$ cat src/rtl/fp_align_addsub.sv
// FP32 add/sub front end: unpack and order operands, align the smaller one with sticky, form the signed 27-bit mantissa sum.
// Latency 3 cycles from input handshake to out_valid; throughput 1 pair/cycle.
// Backpressure: one global enable (~out_valid | out_ready) freezes all three stages; in_ready mirrors it.
//
// Ports: clk/rst (sync, active-high); in_valid/in_ready + a, b, op_sub on the input side;
//        out_valid/out_ready + result_mant (signed), exp_result, result_sign, carry_out on the output side.
module fp_align_addsub #(
  parameter int WIDTH  = 32,
  parameter int MANT_W = 27
) (
  input  logic              clk,
  input  logic              rst,
  input  logic              in_valid,
  output logic              in_ready,
  input  logic [WIDTH-1:0]  a,
  input  logic [WIDTH-1:0]  b,
  input  logic              op_sub,
  output logic              out_valid,
  input  logic              out_ready,
  output logic [MANT_W-1:0] result_mant,
  output logic [7:0]        exp_result,
  output logic              result_sign,
  output logic              carry_out
);

  localparam logic [MANT_W-1:0] ONE = MANT_W'(1);

  typedef struct packed {
    logic [MANT_W-1:0] big_ext;
    logic              big_sign;
    logic [7:0]        big_exp;
    logic [MANT_W-1:0] small_ext;
    logic              small_sign;
    logic [7:0]        d;
  } s1_t;

  typedef struct packed {
    logic [MANT_W-1:0] big_ext;
    logic              big_sign;
    logic [7:0]        big_exp;
    logic [MANT_W-1:0] small_al;
    logic              small_sign;
  } s2_t;

  typedef struct packed {
    logic [MANT_W-1:0] mant;
    logic [7:0]        exp;
    logic              sign;
    logic              carry;
  } s3_t;

  logic adv;
  logic s1_vld_q, s1_vld_d, s2_vld_q, s2_vld_d, s3_vld_q, s3_vld_d;
  s1_t  s1_q, s1_d, s1_new;
  s2_t  s2_q, s2_d, s2_new;
  s3_t  s3_q, s3_d, s3_new;

  assign adv      = ~s3_vld_q | out_ready;
  assign in_ready = adv;

  // Stage 1: unpack and order by exponent. Denormals use exponent 1 with hidden bit 0.
  logic [7:0]        exp_a, exp_b;
  logic [MANT_W-1:0] ext_a, ext_b;
  logic              sign_a, sign_b;

  always_comb begin
    exp_a  = (a[30:23] == 8'd0) ? 8'd1 : a[30:23];
    exp_b  = (b[30:23] == 8'd0) ? 8'd1 : b[30:23];
    ext_a  = {2'b00, |a[30:23], a[22:0], 1'b0};
    ext_b  = {2'b00, |b[30:23], b[22:0], 1'b0};
    sign_a = a[31];
    sign_b = b[31] ^ op_sub;
    s1_new = '0;
    if (exp_a >= exp_b) begin
      s1_new.big_ext    = ext_a;
      s1_new.big_sign   = sign_a;
      s1_new.big_exp    = exp_a;
      s1_new.small_ext  = ext_b;
      s1_new.small_sign = sign_b;
      s1_new.d          = exp_a - exp_b;
    end else begin
      s1_new.big_ext    = ext_b;
      s1_new.big_sign   = sign_b;
      s1_new.big_exp    = exp_b;
      s1_new.small_ext  = ext_a;
      s1_new.small_sign = sign_a;
      s1_new.d          = exp_b - exp_a;
    end
  end

  // Stage 2: right-align the smaller operand; everything shifted out collapses into bit 0.
  logic [MANT_W-1:0] lost_mask, shifted;

  always_comb begin
    s2_new            = '0;
    s2_new.big_ext    = s1_q.big_ext;
    s2_new.big_sign   = s1_q.big_sign;
    s2_new.big_exp    = s1_q.big_exp;
    s2_new.small_sign = s1_q.small_sign;
    lost_mask         = (ONE << s1_q.d) - ONE;
    shifted           = s1_q.small_ext >> s1_q.d;
    if (s1_q.d < 8'd26) begin
      s2_new.small_al = {shifted[MANT_W-1:1],
                         shifted[0] | (|(s1_q.small_ext & lost_mask))};
    end else begin
      // Entire mantissa lies below the guard position: only the sticky survives.
      s2_new.small_al = {{(MANT_W-1){1'b0}}, |s1_q.small_ext};
    end
  end

  // Stage 3: signed add. Both magnitudes are below 2^25, so the sum never overflows 27 bits.
  logic [MANT_W-1:0] big_s, small_s, sum, mag;

  always_comb begin
    big_s        = s2_q.big_sign   ? (~s2_q.big_ext  + ONE) : s2_q.big_ext;
    small_s      = s2_q.small_sign ? (~s2_q.small_al + ONE) : s2_q.small_al;
    sum          = big_s + small_s;
    mag          = sum[MANT_W-1] ? (~sum + ONE) : sum;
    s3_new       = '0;
    s3_new.mant  = sum;
    s3_new.exp   = s2_q.big_exp;
    s3_new.sign  = sum[MANT_W-1];
    s3_new.carry = mag[MANT_W-2];
  end

  // Pipeline advance: data registers only load behind a valid bit to avoid needless toggling.
  always_comb begin
    s1_vld_d = s1_vld_q;
    s2_vld_d = s2_vld_q;
    s3_vld_d = s3_vld_q;
    s1_d     = s1_q;
    s2_d     = s2_q;
    s3_d     = s3_q;
    if (adv) begin
      s1_vld_d = in_valid;
      s2_vld_d = s1_vld_q;
      s3_vld_d = s2_vld_q;
      if (in_valid) s1_d = s1_new;
      if (s1_vld_q) s2_d = s2_new;
      if (s2_vld_q) s3_d = s3_new;
    end
  end

  always_ff @(posedge clk) begin
    if (rst) begin
      s1_vld_q <= 1'b0;
      s2_vld_q <= 1'b0;
      s3_vld_q <= 1'b0;
      s1_q     <= '0;
      s2_q     <= '0;
      s3_q     <= '0;
    end else begin
      s1_vld_q <= s1_vld_d;
      s2_vld_q <= s2_vld_d;
      s3_vld_q <= s3_vld_d;
      s1_q     <= s1_d;
      s2_q     <= s2_d;
      s3_q     <= s3_d;
    end
  end

  assign out_valid   = s3_vld_q;
  assign result_mant = s3_q.mant;
  assign exp_result  = s3_q.exp;
  assign result_sign = s3_q.sign;
  assign carry_out   = s3_q.carry;

endmodule
$ cat config.mk
export PLATFORM = sky130hd
export DESIGN_NAME = fp_align_addsub
export DESIGN_NICKNAME = d
export VERILOG_FILES = /design/src/rtl/fp_align_addsub.sv
export SDC_FILE = /design/constraint.sdc
export NUM_CORES = 1
export LEC_CHECK = 0
export CAP_MARGIN = 20
export CORE_MARGIN = 2
export CORE_UTILIZATION = 35
export DETAILED_ROUTE_END_ITERATION = 12
export PLACE_DENSITY = 0.54
export SETUP_SLACK_MARGIN = 0.2
export SLEW_MARGIN = 20
export SYNTH_ARGS = -nofsm -noshare
export SYNTH_HDL_FRONTEND = slang
export SYNTH_SLANG_ARGS = --single-unit
$ cat constraint.sdc
create_clock -name clk -period 5.15 [get_ports clk]
set_clock_uncertainty 0.2 [all_clocks]
set_input_delay 0.515 -clock clk [delete_from_list [all_inputs] [get_ports clk]]
set_output_delay 0.515 -clock clk [all_outputs]
set_load 0.01 [all_outputs]
Yosys cells after proc, flatten, opt, wreduce, memory -nomap -nowiden
Cells that the tools add are included.
Storage, ports and cells
  flip-flop bits (word level): 176
  output and inout port bits: 39
  bits of input ports: 69
  logic and storage cells: 53
Operators by class
  order comparisons: 2
  reductions and logical operators: 9
  shifts and indexed selects: 2
  muxes and demuxes: 7
  bitwise logic cells: 8
  add/subtract/negate cells: 7
Operators by type and width (number)
  two-way mux 27 bit: 3
  two-way mux 70 bit: 1
  adder 27 x 1 -> 27 bit, second input constant: 2
  NOT 27 bit: 2
  OR reduction 27 bit: 2
  adder 27 bit: 1
  AND 27 bit: 1
  << shifter 1 x 8 -> 27 bit, first input constant: 1
  right shift 27 x 8 -> 27 bit: 1
  subtractor 27 x 1 -> 27 bit, second input constant: 1
  adder 26 x 1 -> 26 bit, second input constant: 1
  two-way mux 26 bit: 1
  NOT 26 bit: 1
  logical NOT 8 bit: 2
  two-way mux 8 bit: 2
  OR reduction 8 bit: 2
  subtractor 8 bit: 2
  >= comparator 8 bit: 1
  < comparator 8 x 5 -> 1 bit, second input constant: 1
  AND reduction 2 bit: 3
  OR 1 bit: 2
  NOT 1 bit: 1
  XOR 1 bit: 1

Logic depth before layout (Yosys ltp)
Gate-level depths: netlist (run 1).
  depth in word-level cells: 7
  gate-level depth with buffers: 22
  depth with buffers taken out: 21

Least setup slack after synthesis (run 1)
Ideal clock, no wire load.
  path kind: reg-to-reg
  start: register s2_q[3] (netlist name)
  end: register s3_q (netlist bit carry_out)
  slack: 275 ps
  path buffers: 1
  library setup time: 116 ps
  data required time: 4834 ps
  arrival: 4559 ps
  clock period less this slack: 4875 ps
  stages on the path, launching flop included: 23
  cells stage by stage: dfxtp_1 > nor3_1 > nand3_1 > or2_2 > nor2_1 > nand2_1 > or2_2 > or3_1 > or2_2 > o21ai_0 > xnor2_1 > ha_1 > clkbuf_1 > o21a_1 > o21ai_0 > nand2b_1 > and4_1 > and3_1 > a211o_1 > nor4b_1 > and4_2 > or2_1 > o211a_1
On the way
  cells in the longest elaborated chain, start to end: 7
Ends and longest elaborated chain
  start, declared: RTL line 55  | s2_t s2_q, s2_d, s2_new;
  start signal, assigned: RTL line 150  | s2_q <= '0;
  start signal, assigned: RTL line 157  | s2_q <= s2_d;
  NOT 27 bit: RTL line 116  | small_s = s2_q.small_sign ? (~s2_q.small_al + ONE) : s2_q.small_al;
  adder 27 x 1 -> 27 bit: RTL line 116
  two-way mux 27 bit *: RTL line 116
  adder 27 bit *: RTL line 117  | sum = big_s + small_s;
  NOT 26 bit: RTL line 118  | mag = sum[MANT_W-1] ? (~sum + ONE) : sum;
  adder 26 x 1 -> 26 bit: RTL line 118
  two-way mux 26 bit *: RTL line 118
  end signal, assigned: RTL line 151  | s3_q <= '0;
  end signal, assigned: RTL line 158  | s3_q <= s3_d;
  end, declared: RTL line 56  | s3_t s3_q, s3_d, s3_new;
Mark *: on every way between the ends. The rest lies on a longest branch, timed or not.
A chain may end at the register's enable or synchronous reset.

Final worst setup path (run 1)
  start: register s2_q[40] (netlist name)
  end: register s3_q (netlist bit carry_out)
On the way
  cells in the longest elaborated chain, start to end: 7
Ends and longest elaborated chain
  NOT 27 bit: RTL line 115  | big_s = s2_q.big_sign ? (~s2_q.big_ext + ONE) : s2_q.big_ext;
  adder 27 x 1 -> 27 bit: RTL line 115
  two-way mux 27 bit *: RTL line 115
  adder 27 bit *: RTL line 117
  NOT 26 bit: RTL line 118
  adder 26 x 1 -> 26 bit: RTL line 118
  two-way mux 26 bit *: RTL line 118
Marks and branches as above.

==> results by group, run 1 <==
STA
  – Fin crit share: 92.4%
  – Final Hold Viols: 0
  – Slew Limit Fails: 0
  – RSZ-0062 raised after global routing: yes
  – Maximum clock rate: between 0.2 and 0.25 GHz
  – Hold_ws: 0.247 ns
  – Worst slew margin: 21.6%
  – Setup TNS: 0 ns
  – Final setup fails: 0
  – Worst Max-Slew Pin Slew: 1.16 ns
  – Min setup slack post-route: ~0.39 ns
  – Minimum clock period: around 4.8 ns

Synth
  – Net Count, Synth: 1589
  – Seq/Total Area, Yosys: 29.2%
  – Top-count cell post-synth: nand2_1
  – EDFF count, synth: 0
  – Cell taking the most area after synthesis: dfxtp_1
  – Yosys warnings: 0
  – Async set or reset register ratio after synthesis: 0%
  – Mapped Cells: between 1000 and 1500
  – Netlist Area Pre-Place: about 0.011 mm^2
  – Post-Syn Area per Cell: 7.62 um^2
  – Share of the synthesized area in the top cell type: between 20% and 30%
  – Dominant synthesized flop cell: dfxtp_1
  – Yosys reg bits: roughly 160
  – Synth area leaders: dfxtp_1 29%, nand2_1 7.4%, mux2i_1 5.8%, nor2_1 5.4%, a21oi_1 5.3%
  – Synth top cells by count: 222 x nand2_1, 164 x dfxtp_1, 162 x nor2_1
  – Synth cell types: 76

CTS
  – CTS buffer count: 17
  – Worst-path clk slew: 0.08 ns
  – H-tree depth: 4
  – Worst skew pair latency: ~0.44 ns
  – TritonCTS clock tree: yes
  – Max Root-Sink Buffers: 2
  – Clk root buf: clkbuf_16
  – CTS Sinks: 164

Worst setup path
  – Max incr delay on CP: about 0.42 ns
  – Worst Path Required: 5.28 ns
  – Crit Reg-Reg Endpoint: carry_out
  – Startpoint types: flip-flop
  – Critical path peak fanout: 5
  – Arrival @ worst endpoint: around 4.9 ns
  – Critical-path cell list: or3_1 -> or3_4 -> nand2b_1 -> or2b_2 -> or3_4 -> o31ai_4 -> xnor2_1 -> ha_1 -> o21a_1 -> o21ai_1 -> nand2b_1 -> and4_1 -> and3_1 -> a211o_1 -> nor4b_1 -> and4_2 -> or2_1 -> o211a_1
  – Reg-to-reg startpoint: s2_q[40]
  – Reg2reg path depth: 18
  – Worst reg-to-reg setup slack: 0.39 ns
  – CP max stage cell: or3_1
  – Crit path kind: reg -> reg
  – Setup crit end kind: flip-flop

GRT
  – Global route overflow: 0
  – First-pass GRT wire length: 53600 um
  – Largest net degree at the start of global routing: 103
  – Vias in the first global route: between 9000 and 10000
  – Total GRT Usage: 20.0%
  – Initial antenna violation count: 0

Placed design
  – Cells after DPL: 1900
  – Placed Area: roughly 0.013 mm^2
  – Placer Congestion: roughly 0.9
  – Port Buffers: roughly 110
  – Pre-CTS WS: -0.0194 ns
  – Post-DP HPWL: between 20000 and 30000 um

Floorplan
  – Core area: about 0.032 mm^2
  – Die X: approximately 180 um
  – Rows: between 60 and 70
  – Initial core utilization: around 36%
  – Total die area: 0.0335 mm^2
  – Io pins: around 110
  – Die Y: between 150 and 200 um

Min path
  – Hold endpoint: s2_q[61]
  – Type of the most critical hold path: reg -> reg
  – Min-delay src: s1_q[69]
  – Hold depth: 2

Cells and area
  – Fill count: 3262
  – Number of diodes: 0
  – Post-route cell area: roughly 0.013 mm^2
  – Layout Cells excl Fill: between 1500 and 2000
  – Layout area overhead: 18.6%
  – Fin nets: between 1500 and 2000
  – Layout cell share with drive strength beyond 1: under 10%
  – Post-Route Utilization: 42.2%

Pwr
  – Seq pwr share: between 30% and 40%
  – Worst IR Drop VDD: between 0.2 and 0.25 mV
  – Sw Share: about a third
  – Internal power: about 2.5 mW
  – Static Leak: roughly 5 nW
  – Power Dens Cells: between 200 and 300 mW/mm^2
  – Power share of the combinational group: between 20 and 30%
  – Tot Pwr: 3.82 mW
  – Clk network pwr share: between 30% and 40%
  – Sw power: approximately 1.3 mW

Run
  – MaxCap Viol Count: 0

Detailed routing
  – DRT Pass-1 Iters: 5
  – Total wire length: roughly 34000 um
  – Vias after detailed routing: 10600
  – Drt drc: 0
  – Final ANT Viol Nets: 0
  – DR vias/cell: roughly 5.5
  – 1st-iter DRT viols: slightly below 800
  – Routed len/inst: ~17 um

Outcome
  – Run status: completed
timing repair:
item / CTS / global route
pin swaps: 0 / 6
gates resized for setup: 4 / 25
endpoints found under the setup margin: 1 / 2
hold buffers: 0 / 0
buffers inserted: 0 / 3
power groups by stage:
stage          Clock, mW  Combinational, mW  Sequential (mW)
5_1_grt             1.35               1.23             1.45
3_3_place_gp           0               1.08             1.46
2_1_floorplan          0              0.770             1.42
6_report            1.27               1.12             1.44
3_5_place_dp           0               1.08             1.46
4_1_cts             1.29               1.08             1.43
worst max-delay path: cells and delay by family (launching register included):
family / cells / cell delay, ns
AOI/OAI and AO/OA: 5 / 0.89
xor gates and xnor gates: 1 / 0.16
adders and majority gates: 1 / 0.27
DFF: 1 / 0.35
and+or+nand+nor: 11 / 2.78
flip-flops by register name (all words and copies together), names as in the netlist:
register / flops
s1_q: 66
s2_q: 59
s1_vld_q: 1
exp_result: 8
result_mant: 27
carry_out: 1
out_valid: 1
s2_vld_q: 1
final cells by class:
cell class | count | area, um^2 | share of cell area (%)
Multi-Input combinational cell | 1150 | 7440 | 55.9
Inverter | 47 | 176 | 1.33
Clock buffer | 18 | 439 | 3.30
Timing Repair Buffer | 140 | 1330 | 10.0
Tap cell | 402 | 503 | 3.78
Clock inverter | 13 | 143 | 1.07
Sequential cell | 164 | 3280 | 24.7
how the worst max path moves through the flow:
stage                     slack [ns]  depth (start not counted)         to     start
final                           0.39                         18  carry_out  s2_q[40]
after global routing            0.15                         18  carry_out  s2_q[40]
after CTS                       0.20                         21  carry_out   s2_q[3]
after detailed placement       -0.02                         20  carry_out   s2_q[3]
after global placement          0.05                         20  carry_out   s2_q[3]
after floorplan                 0.28                         22  carry_out   s2_q[3]
cells in the final DEF (no fill, tap or decap), drive strengths merged, types with 12 or more instances in the layout:
| master | n |
|---|---|
| a211oi | 75 |
| a21oi | 120 |
| a22oi | 25 |
| buf | 34 |
| clkbuf | 18 |
| clkdlybuf4s50 | 106 |
| dfxtp | 164 |
| ha | 43 |
| inv | 51 |
| mux2i | 65 |
| nand2 | 223 |
| nand3 | 26 |
| nor2 | 162 |
| nor3 | 22 |
| nor4 | 17 |
| o21ai | 71 |
| o31ai | 23 |
| or4 | 12 |
| xnor2 | 58 |
| xor2 | 12 |
layer usage:
layer / vias to the layer above / part of all wire (%) / GRT usage [%]
met5: - / 0 / 0
met3: 40 / 4.5 / 2.82
met1: 4911 / 49 / 28.1
li1: 5368 / - / -
met2: 280 / 45 / 32.6
met4: 0 / 1.4 / 4.64
cells by family (layout without fill, tap and decap cells):
group | count (synthesis) | count (layout) | share of synthesized area, %
compound gates | 404 | 404 | 23.1
xor+xnor | 70 | 70 | 5.46
fa+ha+maj | 46 | 46 | 5.33
buf+inv | 160 | 218 | 5.86
flops | 164 | 164 | 29.2
mux | 87 | 87 | 9.10
simple gates | 543 | 543 | 21.9
Power figures use the tool's default switching activity.
==> run 2, diff against run 1 <==
CTS_BUF_LIST = sky130_fd_sc_hd__clkbuf_8   (was not set)
==> run 2 against run 1 <==
Against the previous run:
- fmax rose by 0.28%
- total power down 8.5%
- critical path depth unchanged
- non-clock buffer count unchanged
- routed wire length fell by 0.21%
- final area fell by 1.4%
- register-to-register slack about the same
- sequential cell count unchanged
- cell count did not move
- setup slack improved by 0.013 ns
- sequential power is essentially flat
- critical endpoint unchanged
- largest power group unchanged
==> results by group, run 2 (same netlist as run 1, synthesis figures left out) <==
Outcome
  – Run status: completed

Worst setup path
  – Setup crit end kind: flip-flop
  – Crit path kind: reg -> reg
  – Critical path peak fanout: 5
  – Arrival @ worst endpoint: a little under 5 ns
  – Startpoint types: flip-flop
  – Worst Path Required: roughly 5.3 ns

CTS
  – CTS buffer count: 17
  – Worst-path clk slew: roughly 0.11 ns
  – Hold buffers post-CTS: 0
  – CTS Sinks: 164
  – Clk root buf: clkbuf_8
  – Max Root-Sink Buffers: 2
  – H-tree depth: 4
  – Worst skew pair latency: roughly 0.47 ns
  – TritonCTS clock tree: yes

Pwr
  – Static Leak: 4.90 nW
  – Tot Pwr: 3.50 mW
  – Power Dens Cells: about 270 mW/mm^2
  – Worst IR Drop VDD: about 0.16 mV

STA
  – Slew Limit Fails: 0
  – Maximum clock rate: 0.211 GHz
  – Final setup fails: 0
  – Setup TNS: 0 ns
  – RSZ-0062 raised after global routing: yes
  – Minimum clock period: about 4.7 ns
  – Final Hold Viols: 0
  – Min setup slack post-route: 0.404 ns
  – Fin crit share: between 90% and 100%
  – Worst Max-Slew Pin Slew: between 1 and 1.5 ns
  – Worst slew margin: between 20% and 30%

Detailed routing
  – Routed len/inst: about 17 um
  – 1st-iter DRT viols: about 800
  – Final ANT Viol Nets: 0
  – Vias after detailed routing: between 10000 and 15000
  – DR vias/cell: around 5.5
  – DRT Pass-1 Iters: 5
  – Drt drc: 0
  – Total wire length: around 34000 um

Placed design
  – Post-DP HPWL: 25700 um
  – Port Buffers: roughly 110
  – Cells after DPL: 1900
  – Pre-CTS WS: -0.0194 ns
  – Placer Congestion: 0.874

Cells and area
  – Layout cell share with drive strength beyond 1: ~9%
  – Leading cell types in the layout, fill and taps excluded: 220 x nand2_1, 163 x dfxtp_1, 160 x nor2_1
  – Number of diodes: 0
  – Layout Cells excl Fill: around 1900
  – Fill count: roughly 3300
  – Number of flip-flops under the largest register name: 66
  – Biggest register: s1_q
  – Fin nets: 1635
  – Layout area overhead: 16.9%
  – Most common cell after layout, fill and taps aside: nand2_1

Floorplan
  – Rows: 65
  – Die Y: 183 um
  – Initial core utilization: between 30 and 40%
  – Core area: between 0.03 and 0.04 mm^2
  – Io pins: approximately 110
  – Total die area: between 0.03 and 0.04 mm^2
  – Die X: 183 um

GRT
  – Total GRT Usage: 20.0%
  – Largest net degree at the start of global routing: ~100
  – Global route overflow: 0
  – Vias in the first global route: roughly 10000
  – Initial antenna violation count: 0
  – First-pass GRT wire length: roughly 54000 um

Run
  – MaxCap Viol Count: 0

Min path
  – Type of the most critical hold path: reg -> reg
==> run 2: metal layers <==
metal	track usage, %	share of wire, %
met3	2.72	4.8
met1	28.2	49
met4	4.51	1.4
met2	32.6	45
met5	0	0
==> run 2: worst max-delay path, stage by stage, from the launching register on <==
cell	delay (ns)
dfxtp_1	0.35
or3_1	0.42
or3_4	0.39
nand2b_1	0.18
or2b_2	0.35
or3_4	0.41
o31ai_4	0.19
xnor2_1	0.15
ha_1	0.27
o21a_1	0.12
o21ai_1	0.12
nand2b_1	0.09
and4_1	0.19
and3_1	0.17
a211o_1	0.28
nor4b_1	0.14
and4_2	0.24
or2_1	0.20
o211a_1	0.19
==> run 2: final timing paths <==
| path | from | end | slack, ns | cells after the start |
|---|---|---|---|---|
| hold / removal | s1_q[69] | s2_q[61] | 0.24 | 2 |
| hold reg to reg | s1_q[69] | s2_q[61] | 0.24 | 2 |
| setup / recovery | s2_q[40] | carry_out | 0.40 | 18 |
| setup reg to reg | s2_q[40] | carry_out | 0.40 | 18 |
==> run 2: final cells by class <==
cell class | count | area [um^2] | share of cell area (%)
clock inverter | 13 | 143 | 1.09
multi-input combinational | 1150 | 7440 | 56.7
inverter | 47 | 176 | 1.34
tap | 402 | 503 | 3.83
timing repair buffer | 140 | 1330 | 10.2
clock buffer | 18 | 248 | 1.89
sequential | 164 | 3280 | 25.0
==> run 2: power breakdown <==
part           internal, mW  total, mW  leakage, nW  switching [mW]
clock network         0.410      0.941        0.197           0.531
logic                 0.467       1.12         3.36           0.655
registers              1.34       1.44         1.34          0.0969
==> run 2: through the flow <==
step / util (%) / hold WS, ns / instance area, um^2
CTS: 41.1 / 0.253 / 13000
detailed placement: 39.8 / 0.245 / 12600
global placement: 39.8 / 0.239 / 12600
finish: 41.6 / 0.244 / 13100
global route: 41.6 / 0.272 / 13100
floorplan: - / 0.232 / 11200
==> run 2: repair_timing <==
| action | in CTS | in global routing |
|---|---|---|
| pin swaps | 0 | 6 |
| resized for setup | 4 | 26 |
| setup endpoints to repair | 1 | 2 |
| buffers inserted | 0 | 3 |
==> run 3, diff against run 2 <==
CAP_MARGIN = 25   (was 20)
CORE_UTILIZATION = 30   (was 35)
PLACE_DENSITY = 0.48   (was 0.54)
==> run 3 against run 2 <==
Against the previous run:
- register-to-register slack about the same
- fmax increased by 0.30%
- non-clock buffer count increased by 4
- total power decreased by 0.23%
- largest cell class unchanged
- via count decreased by 0.33%
==> results by group, run 3 (same netlist as run 1, synthesis figures left out) <==
STA
  – RSZ-0062 raised after global routing: no
  – Final setup fails: 0
  – Maximum clock rate: approximately 0.21 GHz
  – Worst Max-Slew Pin Slew: around 0.99 ns
  – Fin crit share: roughly nine tenths
  – Hold_ws: between 0.2 and 0.25 ns
  – Min setup slack post-route: roughly 0.42 ns
  – Worst slew margin: between 30 and 40%
  – Final Hold Viols: 0
  – Minimum clock period: ~4.7 ns
  – Setup TNS: 0 ns
  – Slew Limit Fails: 0

Worst setup path
  – CP max stage cell: or4_4
  – Max incr delay on CP: around 0.53 ns
  – Reg2reg path depth: 20
  – Setup crit end kind: flip-flop
  – Crit Reg-Reg Endpoint: carry_out
  – Worst reg-to-reg setup slack: between 0.4 and 0.5 ns
  – Crit path kind: reg -> reg
  – Arrival @ worst endpoint: between 4 and 5 ns
  – Reg-to-reg startpoint: s2_q[8]
  – Setup crit start: s2_q[8]
  – CP Capture Point: carry_out
  – Worst Path Required: between 5 and 6 ns
  – Critical path peak fanout: 8
  – Startpoint types: flip-flop
  – Critical-path cell list: or4_4 -> nor3_2 -> nand2_1 -> or2_4 -> or3_4 -> or2_4 -> o41ai_4 -> xnor2_1 -> ha_1 -> buf_4 -> o21ai_0 -> nand2b_1 -> buf_4 -> nand3_1 -> o211ai_1 -> a211o_1 -> nor4b_2 -> and4_4 -> or2_1 -> o211a_1

Detailed routing
  – 1st-iter DRT viols: around 660
  – DRT Pass-1 Iters: 5
  – Drt drc: 0
  – DR vias/cell: about 5.3
  – Routed len/inst: about 18 um
  – Total wire length: 35200 um
  – Vias after detailed routing: ~11000
  – Final ANT Viol Nets: 0

CTS
  – TritonCTS clock tree: yes
  – Worst-path clk slew: around 0.11 ns
  – Clk root buf: clkbuf_8
  – Hold buffers post-CTS: 0
  – CTS Sinks: 164
  – Max Root-Sink Buffers: 2
  – CTS buffer count: 17
  – H-tree depth: 4
  – Worst skew pair latency: ~0.48 ns

GRT
  – Largest net degree at the start of global routing: 95
  – Most Crowded Layer GR: met2
  – Global route overflow: 0
  – Met2 Use GR: ~28%
  – Total GRT Usage: 17.9%
  – Vias in the first global route: 9552
  – Initial antenna violation count: 0
  – M3 GR Usage: under 10%
  – First-pass GRT wire length: ~55000 um
  – Met1 GRT Util: about a quarter

Placed design
  – Post-DP HPWL: approximately 27000 um
  – Cells after DPL: 1971
  – Placer Congestion: 0.907
  – Pre-CTS WS: slightly below 0.09 ns
  – Port Buffers: about 110

Pwr
  – Seq pwr share: slightly above 40%
  – Sw power: roughly 1.3 mW
  – Worst IR Drop VDD: around 0.16 mV
  – Tot Pwr: 3.49 mW
  – Static Leak: between 4 and 5 nW
  – Internal power: 2.17 mW
  – Clk network pwr share: approximately 27%
  – Power Dens Cells: 265 mW/mm^2
  – Power share of the combinational group: between 30% and 40%
  – Sw Share: 37.9%

Cells and area
  – Layout area overhead: 17.2%
  – Layout cell share with drive strength beyond 1: under 10%
  – Fin nets: about 1600
  – Fill count: 3916
  – Leading cell types in the layout, fill and taps excluded: 221 x nand2_1, 163 x dfxtp_1, 162 x nor2_1
  – Biggest register: s1_q
  – Number of flip-flops under the largest register name: 66
  – Most common cell after layout, fill and taps aside: nand2_1
  – Number of diodes: 0
  – Layout Cells excl Fill: approximately 2000

Floorplan
  – Rows: 70
  – Core area: 0.0367 mm^2
  – Die Y: 197 um
  – Die X: approximately 200 um
  – Io pins: 108
  – Total die area: about 0.039 mm^2
  – Initial core utilization: a little under a third

Min path
  – Type of the most critical hold path: reg -> reg

Outcome
  – Run status: completed

Run
  – MaxCap Viol Count: 0
## run 3: cell types whose count changed in the layout (fill, tap and decap cells not counted), sizes merged
| cell | change |
|---|---|
| buf | +4 |
| bufinv | -1 |
| clkbuf | -1 |
| clkinv | +1 |
| clkinvlp | -1 |
| inv | +3 |
## run 3: worst min path at each step
stage	from	end	slack, ns	cells after the start
final	s1_q[39]	s2_q[31]	0.24	2
after floorplan	s1_q[36]	s2_q[28]	0.23	2
after global routing	s1_q[39]	s2_q[31]	0.25	2
after global placement	s1_q[40]	s2_q[32]	0.24	2
after detailed placement	s2_q[35]	exp_result[7]	0.25	2
after CTS	s1_q[43]	s2_q[35]	0.25	2
## run 3: layout make-up
type / count / area (um^2) / area share, %
multi-input combinational: 1150 / 7360 / 55.9
sequential: 164 / 3280 / 25.0
timing repair buffer: 144 / 1360 / 10.3
tap: 468 / 586 / 4.45
clock buffer: 17 / 234 / 1.78
inverter: 47 / 176 / 1.34
clock inverter: 15 / 159 / 1.21
## run 3: stage by stage
stage,util (%),area [um^2]
floorplan,-,11200
global placement,34.6,12700
detailed placement,34.6,12700
CTS,35.7,13100
global route,35.9,13200
finish,35.9,13200
## run 3: metal layers
metal  vias to the layer above  wire [um]
li1                       5376          -
met4                         0        463
met5                         -          0
met3                        30       1670
met2                       268      15900
met1                      4909      17200
## run 3: worst max-delay path, delay by kind of cell, from the launching register on
| kind | cells | cell delay [ns] |
|---|---|---|
| AND/OR/NAND/NOR | 11 | 2.33 |
| AO/OA/AOI/OAI | 5 | 0.96 |
| flip-flops | 1 | 0.36 |
| adder cells (fa/ha/maj) | 1 | 0.34 |
| buffers and inverters | 2 | 0.32 |
| XOR/XNOR | 1 | 0.13 |
## run 3: timing repair
| action | CTS | global route |
|---|---|---|
| endpoints found under the setup margin | 1 | 1 |
| gates resized for setup | 3 | 12 |
| pin swaps | 0 | 9 |
| cloned | 0 | 0 |
| buffers inserted | 0 | 2 |
## run 3: power groups by stage
stage               clock network, mW  logic [mW]  registers [mW]
finish                          0.942        1.11            1.44
global route                     1.03        1.22            1.44
CTS                             0.970        1.10            1.43
detailed placement                  0        1.09            1.46
global placement                    0        1.09            1.46
floorplan                           0       0.770            1.42
